### src/rtl/systolic_os_array.sv
`default_nettype none
// ============================================================================
// Module      : systolic_os_array
// Description : Output-stationary ROWS x COLS systolic matrix multiplier with
//               internal operand skew, LOAD/FLUSH/DRAIN control and
//               valid/ready handshakes. Optional macro SATURATE_EN clamps
//               accumulators instead of wrapping.
// Revision    : 1.0 - initial release
// ============================================================================
module systolic_os_array #(
  parameter int ROWS     = 4,
  parameter int COLS     = 4,
  parameter int INWIDTH  = 8,
  parameter int OUTWIDTH = 32,
  parameter int KWIDTH   = 16,
  parameter int SIGNED   = 0,
  localparam int RW      = (ROWS > 1) ? $clog2(ROWS) : 1
) (
  input  logic                       clk,
  input  logic                       rst,
  input  logic                       start,
  input  logic [KWIDTH-1:0]          k_len,
  input  logic                       in_valid,
  output logic                       in_ready,
  input  logic [ROWS*INWIDTH-1:0]    in_a,
  input  logic [COLS*INWIDTH-1:0]    in_w,
  output logic                       out_valid,
  input  logic                       out_ready,
  output logic [COLS*OUTWIDTH-1:0]   out_data,
  output logic [RW-1:0]              out_row,
  output logic                       busy,
  output logic                       done
);

  typedef enum logic [1:0] {
    S_IDLE  = 2'd0,
    S_LOAD  = 2'd1,
    S_FLUSH = 2'd2,
    S_DRAIN = 2'd3
  } state_t;

  // Last beat needs ROWS-1 + COLS-1 hops plus its own MAC edge.
  localparam int c_FLUSH_LEN = ROWS + COLS - 1;
  localparam int c_FW        = $clog2(c_FLUSH_LEN + 1);

  state_t              r_state, w_next;
  logic [KWIDTH-1:0]   r_klen, r_beat;
  logic [c_FW-1:0]     r_flush;
  logic [RW-1:0]       r_row;
  logic                r_done;
  logic                w_start, w_in_hs, w_out_hs;
  logic                w_last_beat, w_flush_end, w_last_row;

  logic [INWIDTH-1:0]  w_a   [ROWS][COLS];
  logic [INWIDTH-1:0]  w_w   [ROWS][COLS];
  logic [OUTWIDTH-1:0] w_acc [ROWS][COLS];

  assign w_start     = (r_state == S_IDLE) && start;
  assign w_in_hs     = (r_state == S_LOAD) && in_valid;
  assign w_out_hs    = (r_state == S_DRAIN) && out_ready;
  assign w_last_beat = (r_beat + KWIDTH'(1)) == r_klen;
  assign w_flush_end = r_flush == c_FW'(c_FLUSH_LEN - 1);
  assign w_last_row  = r_row == RW'(ROWS - 1);

  assign in_ready  = (r_state == S_LOAD);
  assign out_valid = (r_state == S_DRAIN);
  assign busy      = (r_state != S_IDLE);
  assign out_row   = r_row;
  assign done      = r_done;

  // State register
  always_ff @(posedge clk) begin
    if (rst) r_state <= S_IDLE;
    else     r_state <= w_next;
  end

  // Next-state decode
  always_comb begin
    w_next = r_state;
    case (r_state)
      S_IDLE:  if (start) w_next = (k_len == '0) ? S_DRAIN : S_LOAD;
      S_LOAD:  if (in_valid && w_last_beat) w_next = S_FLUSH;
      S_FLUSH: if (w_flush_end) w_next = S_DRAIN;
      S_DRAIN: if (out_ready && w_last_row) w_next = S_IDLE;
      default: w_next = S_IDLE;
    endcase
  end

  // Beat, flush and row counters plus the done pulse
  always_ff @(posedge clk) begin
    if (rst) begin
      r_klen  <= '0;
      r_beat  <= '0;
      r_flush <= '0;
      r_row   <= '0;
      r_done  <= 1'b0;
    end else begin
      r_done <= w_out_hs && w_last_row;
      if (w_start) begin
        r_klen <= k_len;
        r_beat <= '0;
        r_row  <= '0;
      end
      if (w_in_hs) r_beat <= r_beat + KWIDTH'(1);
      if (r_state == S_FLUSH) r_flush <= r_flush + c_FW'(1);
      else                    r_flush <= '0;
      if (w_out_hs) r_row <= w_last_row ? '0 : r_row + RW'(1);
    end
  end

  // West-edge injection and skew: row i delayed i cycles
  for (genvar gi = 0; gi < ROWS; gi++) begin : g_row
    logic [INWIDTH-1:0] w_inj;
    assign w_inj = w_in_hs ? in_a[gi*INWIDTH +: INWIDTH] : '0;
    if (gi == 0) begin : g_nosk
      assign w_a[gi][0] = w_inj;
    end else begin : g_sk
      logic [INWIDTH-1:0] r_sk [gi];
      // A delay line for this row
      always_ff @(posedge clk) begin
        if (rst || w_start) begin
          for (int k = 0; k < gi; k++) r_sk[k] <= '0;
        end else begin
          r_sk[0] <= w_inj;
          for (int k = 1; k < gi; k++) r_sk[k] <= r_sk[k-1];
        end
      end
      assign w_a[gi][0] = r_sk[gi-1];
    end
  end

  // North-edge injection and skew: column j delayed j cycles
  for (genvar gj = 0; gj < COLS; gj++) begin : g_col
    logic [INWIDTH-1:0] w_inj;
    assign w_inj = w_in_hs ? in_w[gj*INWIDTH +: INWIDTH] : '0;
    if (gj == 0) begin : g_nosk
      assign w_w[0][gj] = w_inj;
    end else begin : g_sk
      logic [INWIDTH-1:0] r_sk [gj];
      // B delay line for this column
      always_ff @(posedge clk) begin
        if (rst || w_start) begin
          for (int k = 0; k < gj; k++) r_sk[k] <= '0;
        end else begin
          r_sk[0] <= w_inj;
          for (int k = 1; k < gj; k++) r_sk[k] <= r_sk[k-1];
        end
      end
      assign w_w[0][gj] = r_sk[gj-1];
    end
  end

  // Processing elements
  for (genvar gi = 0; gi < ROWS; gi++) begin : g_pr
    for (genvar gj = 0; gj < COLS; gj++) begin : g_pe
      logic [OUTWIDTH-1:0] w_prod, w_acc_nxt, r_acc;

      if (gj > 0) begin : g_ae
        logic [INWIDTH-1:0] r_ap;
        // Pass A one PE east
        always_ff @(posedge clk) begin
          if (rst || w_start) r_ap <= '0;
          else                r_ap <= w_a[gi][gj-1];
        end
        assign w_a[gi][gj] = r_ap;
      end

      if (gi > 0) begin : g_ws
        logic [INWIDTH-1:0] r_wp;
        // Pass B one PE south
        always_ff @(posedge clk) begin
          if (rst || w_start) r_wp <= '0;
          else                r_wp <= w_w[gi-1][gj];
        end
        assign w_w[gi][gj] = r_wp;
      end

      if (SIGNED != 0) begin : g_mul_s
        logic signed [2*INWIDTH-1:0] w_ps;
        assign w_ps   = $signed(w_a[gi][gj]) * $signed(w_w[gi][gj]);
        assign w_prod = OUTWIDTH'(w_ps);
      end else begin : g_mul_u
        logic [2*INWIDTH-1:0] w_pu;
        assign w_pu   = w_a[gi][gj] * w_w[gi][gj];
        assign w_prod = OUTWIDTH'(w_pu);
      end

`ifdef SATURATE_EN
      logic [OUTWIDTH:0] w_sum;
      if (SIGNED != 0) begin : g_sat_s
        assign w_sum = {r_acc[OUTWIDTH-1], r_acc} + {w_prod[OUTWIDTH-1], w_prod};
        // Sign disagreement between the two top bits means overflow.
        assign w_acc_nxt = (w_sum[OUTWIDTH] != w_sum[OUTWIDTH-1])
                         ? (w_sum[OUTWIDTH] ? {1'b1, {(OUTWIDTH-1){1'b0}}}
                                            : {1'b0, {(OUTWIDTH-1){1'b1}}})
                         : w_sum[OUTWIDTH-1:0];
      end else begin : g_sat_u
        assign w_sum     = {1'b0, r_acc} + {1'b0, w_prod};
        assign w_acc_nxt = w_sum[OUTWIDTH] ? '1 : w_sum[OUTWIDTH-1:0];
      end
`else
      assign w_acc_nxt = r_acc + w_prod;
`endif

      // Accumulate every cycle; bubbles and flush inject zero operands
      always_ff @(posedge clk) begin
        if (rst || w_start) r_acc <= '0;
        else                r_acc <= w_acc_nxt;
      end
      assign w_acc[gi][gj] = r_acc;
    end
  end

  // Result row is read straight from the selected row of accumulators
  for (genvar gj = 0; gj < COLS; gj++) begin : g_out
    assign out_data[gj*OUTWIDTH +: OUTWIDTH] = w_acc[r_row][gj];
  end

endmodule
`default_nettype wire

### config.mk
export PLATFORM = sky130hd
export DESIGN_NAME = systolic_os_array
export DESIGN_NICKNAME = d
export VERILOG_FILES = /design/src/rtl/systolic_os_array.sv
export SDC_FILE = /design/constraint.sdc
export NUM_CORES = 2
export LEC_CHECK = 0
export BUFFER_PORTS_ARGS = -buffer_cell sky130_fd_sc_hd__buf_2
export CAP_MARGIN = 10
export CORE_AREA = 3 3 384 386
export CTS_CLUSTER_DIAMETER = 60
export DETAILED_ROUTE_END_ITERATION = 10
export DIE_AREA = 0 0 387 389
export PLACE_DENSITY = 0.65
export SKIP_LAST_GASP = 1
export SLEW_MARGIN = 20
export SYNTH_ARGS = -nofsm -noshare
export SYNTH_HDL_FRONTEND = slang
export SYNTH_SLANG_ARGS = --single-unit
### constraint.sdc
create_clock -name clk -period 13.8 [get_ports clk]
set_input_delay 1.38 -clock clk [delete_from_list [all_inputs] [get_ports clk]]
set_output_delay 1.38 -clock clk [all_outputs]
set_load 0.01 [all_outputs]
[Word level (Yosys, flattened, before mapping)]
Memories as Yosys holds them, arrays and structs flattened.
Index checks and enable logic that the tools add are counted.
Storage, ports and cells
  RAM bits: 96
  output and inout port bits: 134
  word-level logic and storage cells: 165
  input bits: 85
  memories: 6
  bits in registers: 744
Cells by class
  reductions and logical operators: 16
  equal/unequal tests: 10
  mux-type cells: 39
  bitwise logic cells: 12
  order comparisons: 1
  add/sub/neg operators: 19
  $mul: 16
Memories
  g_col[3].g_sk.r_sk: depth 3, width 8, rd ports 3, clocked after Yosys merged registers in 0, write ports 3, line 139  | logic [INWIDTH-1:0] r_sk [gj];
  g_row[3].g_sk.r_sk: depth 3, width 8, rd ports 3, clocked after Yosys merged registers in 0, write ports 3, line 118  | logic [INWIDTH-1:0] r_sk [gi];
  g_col[2].g_sk.r_sk: depth 2, width 8, rd ports 2, clocked after Yosys merged registers in 0, write ports 2, line 139
  g_row[2].g_sk.r_sk: depth 2, width 8, rd ports 2, clocked after Yosys merged registers in 0, write ports 2, line 118
  g_col[1].g_sk.r_sk: depth 1, width 8, rd ports 1, clocked after Yosys merged registers in 0, write ports 1, line 139
  g_row[1].g_sk.r_sk: depth 1, width 8, rd ports 1, clocked after Yosys merged registers in 0, write ports 1, line 118
Operators by type and width (count)
  $add 32x16->32: 16
  $bmux 128 s2: 1
  $mul 8x8->16: 16
  $mux 128: 2
  $mux 8: 20
  $mux 16: 2
  $add 16x1->16 const B: 1
  $eq 16x16->1: 1
  $logic_not 16->1: 1
  $mux 2: 8
  $reduce_or 8->1: 2
  $or 1x1->1: 10
  $pmux 2 s4: 1
  $eq 2x2->1 const B: 3
  $logic_and 1x1->1: 6
  $reduce_bool 2->1: 3
  $mux 1: 5
  $ne 2x1->1 const B: 2
  $ne 2x2->1 const B: 2
  $reduce_and 4->1: 1
  $add 3x1->3 const B: 1
  $eq 3x3->1 const B: 1
  $ge 3x3->1 const B: 1
  $not 2->3: 1
  other kinds (6): 6

[Depth between registers and ports, before layout]
  word-level depth: 6
  gate-level depth with buffers: 25
  gate-level depth less buffers: 22

[Worst setup path after synthesis]
OpenSTA, ideal clock, no wires.
  kind: input-to-reg
  from: input port in_valid
  to: register g_pr[0].g_pe[0].r_acc[22]
  stages: 22
  path buffers: 4
  setup time: 0.070 ns
  data required time: 13.730 ns
  slack: 7.330 ns
  arrival: 6.400 ns
  path through: and2_1 -> clkbuf_1 -> clkbuf_1 -> clkbuf_1 -> nand3_1 -> fa_1 -> inv_1 -> fa_1 -> fa_1 -> inv_1 -> fa_1 -> inv_1 -> ha_1 -> o21a_1 -> nor2_1 -> inv_1 -> nand3_1 -> o311ai_1 -> a41oi_1 -> clkbuf_1 -> or3_1 -> a21oi_1
Between the ends
  longest elaborated chain between the ends: 4
  elaborated cells on any way between the ends: 5
  classes of those cells: 1 x add/sub; 1 x mul; 2 x mux; 1 x reduce/logical
Ends and longest elaborated chain
  start: declaration: line 23  | input logic in_valid,
  $logic_and 1x1->1 (*): line 59  | assign w_in_hs = (r_state == S_LOAD) && in_valid;
  $mux 8, on equally long branches: line 114, 135
  $mul 8x8->16 (*): line 184  | assign w_pu = w_a[gi][gj] * w_w[gi][gj];
  $add 32x16->32 (*): line 202  | assign w_acc_nxt = r_acc + w_prod;
  end signal: assignment: line 208  | else r_acc <= w_acc_nxt;
  end: declaration: line 156  | logic [OUTWIDTH-1:0] w_prod, w_acc_nxt, r_acc;
Mark *: on every way between the ends. The rest lies on a longest branch, timed or not.
A chain may end at the register's enable or synchronous reset.

[Worst setup path after layout]
  from: register r_state[1]
  to: register g_pr[0].g_pe[0].r_acc[26]
Between the ends
  longest elaborated chain between the ends: 5
  elaborated cells on any way between the ends: 9
  classes of those cells: 1 x add/sub; 1 x mul; 1 x eq/ne; 2 x mux; 4 x reduce/logical
Ends and longest elaborated chain
  start: declaration: line 46  | state_t r_state, w_next;
  start signal: assignment: line 74  | else r_state <= w_next;
  $eq 2x1->1: line 59
  $logic_and 1x1->1: line 59
  $mux 8, on equally long branches: line 114, 135
  $mul 8x8->16: line 184
  $add 32x16->32: line 202
Parallel ways exist; a longest one is shown, timed or not.

==> results_dict.tcl <==
set metrics [dict create \
    skew_ns 0.0417 \
    drt-initial-drc-count 3506 \
    critPathKind "reg -> reg" \
    place.detailed.hpwl_um 146000 \
    ff2ff_setup_slack_ns 6.60 \
    place_ws_ns 5.95 \
    fin_crit_share_pct 52.2 \
    clock-sinks 840 \
    root_buffer_selected_by_cts "sky130_fd_sc_hd__clkbuf_16" \
    ys_async_sr_fraction_pct 0 \
    crit_chain "inv_1, ha_1, and2_4, buf_4, nand3_1, fa_1, inv_1, fa_1, inv_1, fa_1, fa_1, inv_1, ha_1, inv_1, o21ai_0, nand3_1, o311ai_1, a41oi_1, or4_1, a21oi_1" \
    cts_setup_buffers 0 \
    setup_viol 0 \
    crit_fanout 97 \
    drv.max_cap_violation_count 0 \
    finalWorstSetupSlack_ns 6.60 \
    finalWeightedCongestion 0.876 \
    wirelength_um 186000 \
    synth_edf_count 0 \
    synth_seq_cells 840 \
    total_leakage_power_nw 37.3 \
    place.port_buffers 218 \
    critPathCaptureType "register" \
    wl_met2_um 85700 \
    finalHoldWorstSlack_ns 0.416 \
    worst_hold_path.endpoint "g_row[2].g_sk.r_sk[0][10]" \
    grt_remaining_overflow 0 \
    drt-met1-wl_um 84300 \
    ctsHtreeMaxLevel 3 \
    critPathArrivalTime_ns 7.87 \
    synthesis.instances 7966 \
    status "complete, no violations" \
    finalPower_mw 6.34 \
    globalRouteTotalUtil_pct 25.0 \
    achievable_freq_mhz 139 \
    final_net_count 9661 \
    most-common-layout-cells "sky130_fd_sc_hd__inv_1 (1,567), sky130_fd_sc_hd__and2_1 (907), sky130_fd_sc_hd__dfxtp_1 (838)" \
    timing.critical_path.slowest_cell_delay_ns 0.81 \
    yosysWarningCount 0 \
    synth-seq-area-share_pct 23.3 \
    post_detailed_placement_cell_area_um2 75000 \
    remaining_drc_errors 0 \
    holdCritPathClass "reg -> reg" \
    antenna_violating_nets_post_route 0 \
    setup_tns_ns 0 \
    stdcell_count 10100 \
    hold_viol_final 0 \
    cts_tree "done" \
    timing_max_transition_violations_final 0 \
    crit-reg2reg-launch "r_state[1]" \
    postCtsHoldBufs 0 \
    syn-num-nets 9516 \
    insertion_delay_ns 0.75 \
    postSynth.topFlopCell "sky130_fd_sc_hd__dfxtp_1" \
    dr.max_layer_used "met4" \
    fin_crit_ns 7.20 \
    place_inst 9901 \
    yosysUniqueCellTypes 72 \
    die_height_um 389 \
    crit_path_top_delay_cell "sky130_fd_sc_hd__buf_4" \
    final_common_cell "sky130_fd_sc_hd__inv_1" \
    first_global_vias 55000 \
    chipWidth_um 387 \
    ff2ff_path_depth 20 \
    area_growth_pct 9.69 \
    routed_wl_per_cell_um 18.4 \
    via_per_inst 5.33 \
    grt_pass1_wl_um 301000 \
    hold_path_depth 1 \
    clock_tree.buffer_depth 3 \
    cp.required_ns 14.47 \
    postCtsResizedCells 0 \
    worst-slew-pin-transition_ns 1.11 \
    slew-limit-headroom_pct 25.8 \
    initial_core_util_pct 50.2 \
    rows 139 \
    ios 219 \
    detailroute.via_count 53900 \
    path_clk_slew_ns 0.06 \
    drtPass1Iterations 6 \
    grt_start_max_net_pins 222 \
    most_frequent_cell_on_the_critical_path "sky130_fd_sc_hd__inv_1" \
    ir_worst_vdd_uv 102 \
    holdCritStartpoint "g_row[2].g_sk.r_sk[0][2]" \
    startpoint_type "register" \
    cellPowerDensity_nw_per_um2 80.1 \
    wl_met3_um 11400 \
    final.fill_count 13000 \
    combined_area_of_all_synthesized_cells_um2 72200 \
    setup_repair_after_global_routing_missed_its_margin "false" \
    floorplan_core_area_um2 144000 \
    finish.utilization_pct 55.0 \
    finish.instance_area_um2 79200 \
    fp.dieArea_um2 151000 \
    number_of_antenna_violations_at_the_first_check_in_global_routing 10 \
    tritoncts.num_buffers 111 \
    synth.avg_cell_area_um2 9.06 \
    critical_path.reg2reg.endpoint "g_pr[0].g_pe[0].r_acc[26]" \
    share_of_layout_cells_above_drive_strength_1_pct 7.37 \
]
## registers in the layout (all words and copies together), names as in the netlist
register,flops
done,1
g_col.g_sk.r_sk,48
g_pr.g_pe.g_ae.r_ap,96
g_pr.g_pe.g_ws.r_wp,96
g_pr.g_pe.r_acc,512
g_row.g_sk.r_sk,48
out_row,2
r_beat,16
r_flush,3
r_klen,16
r_state,2
## how the worst max path moves through the flow
| stage | start | to |
|---|---|---|
| after detailed placement | in_valid | g_pr[0].g_pe[0].r_acc[26] |
| after CTS | r_state[1] | g_pr[0].g_pe[0].r_acc[30] |
| after floorplan | in_valid | g_pr[0].g_pe[0].r_acc[22] |
| after global placement | in_valid | g_pr[0].g_pe[0].r_acc[28] |
| after global routing | r_state[1] | g_pr[0].g_pe[0].r_acc[26] |
| final | r_state[1] | g_pr[0].g_pe[0].r_acc[26] |
## cell usage after synthesis, drive strengths merged, types with 48 or more instances
master,number,area (um^2)
inv,1567,5880
and2,909,5690
dfxtp,840,16800
fa,800,16000
ha,665,8320
nand2,587,2200
nor2,455,1710
a21oi,248,1240
clkbuf,180,676
o21ai,179,900
xor2,178,1560
and3,171,1070
nand3,154,771
mux4,128,2880
xnor2,115,1010
nor3,104,526
or3,91,569
a211oi,58,435
a21o,56,420
nor2b,48,300
## worst max-delay path: cells and delay by family (launching register included)
kind | cells | cell delay (ns)
compound gates | 4 | 1.43
fa+ha+maj | 6 | 2.68
simple gates | 4 | 1.44
flops | 1 | 0.33
buf+inv | 6 | 1.15
## logic make-up after synthesis
family,count (synthesis),synth area share (%)
AOI/OAI and AO/OA,774,6.73
xor gates and xnor gates,293,3.56
adders and majority gates,1465,33.7
buffers and inverters,1772,9.24
DFF,840,23.3
muxes,132,4.05
and+or+nand+nor,2690,19.4
## area by class of cell
cell class                 count  area (um^2)  area share, %
inverter                    1567         5880           7.43
timing repair buffer         237         1260           1.59
clock buffer                 138         3070           3.88
multi-input combinational   5354        48700           61.5
antenna                        5         12.5         0.0158
tap                         1903         2380           3.01
clock inverter                71         1010           1.28
sequential                   840        16800           21.3
## per-layer routing
layer | track usage, % | vias up
met4 | 6.26 | 0
met1 | 34.7 | 26800
met2 | 40.9 | 1264
li1 | - | 25600
met3 | 4.12 | 232
met5 | 0 | -
## report_power, final
part | internal, mW | switching, mW | total (mW)
sequential | 2.47 | 0.0627 | 2.53
combinational | 0.195 | 0.466 | 0.661
clock | 1.89 | 1.25 | 3.15
total | 4.56 | 1.78 | 6.34
Note: power is estimated with default switching activity, not from simulation.
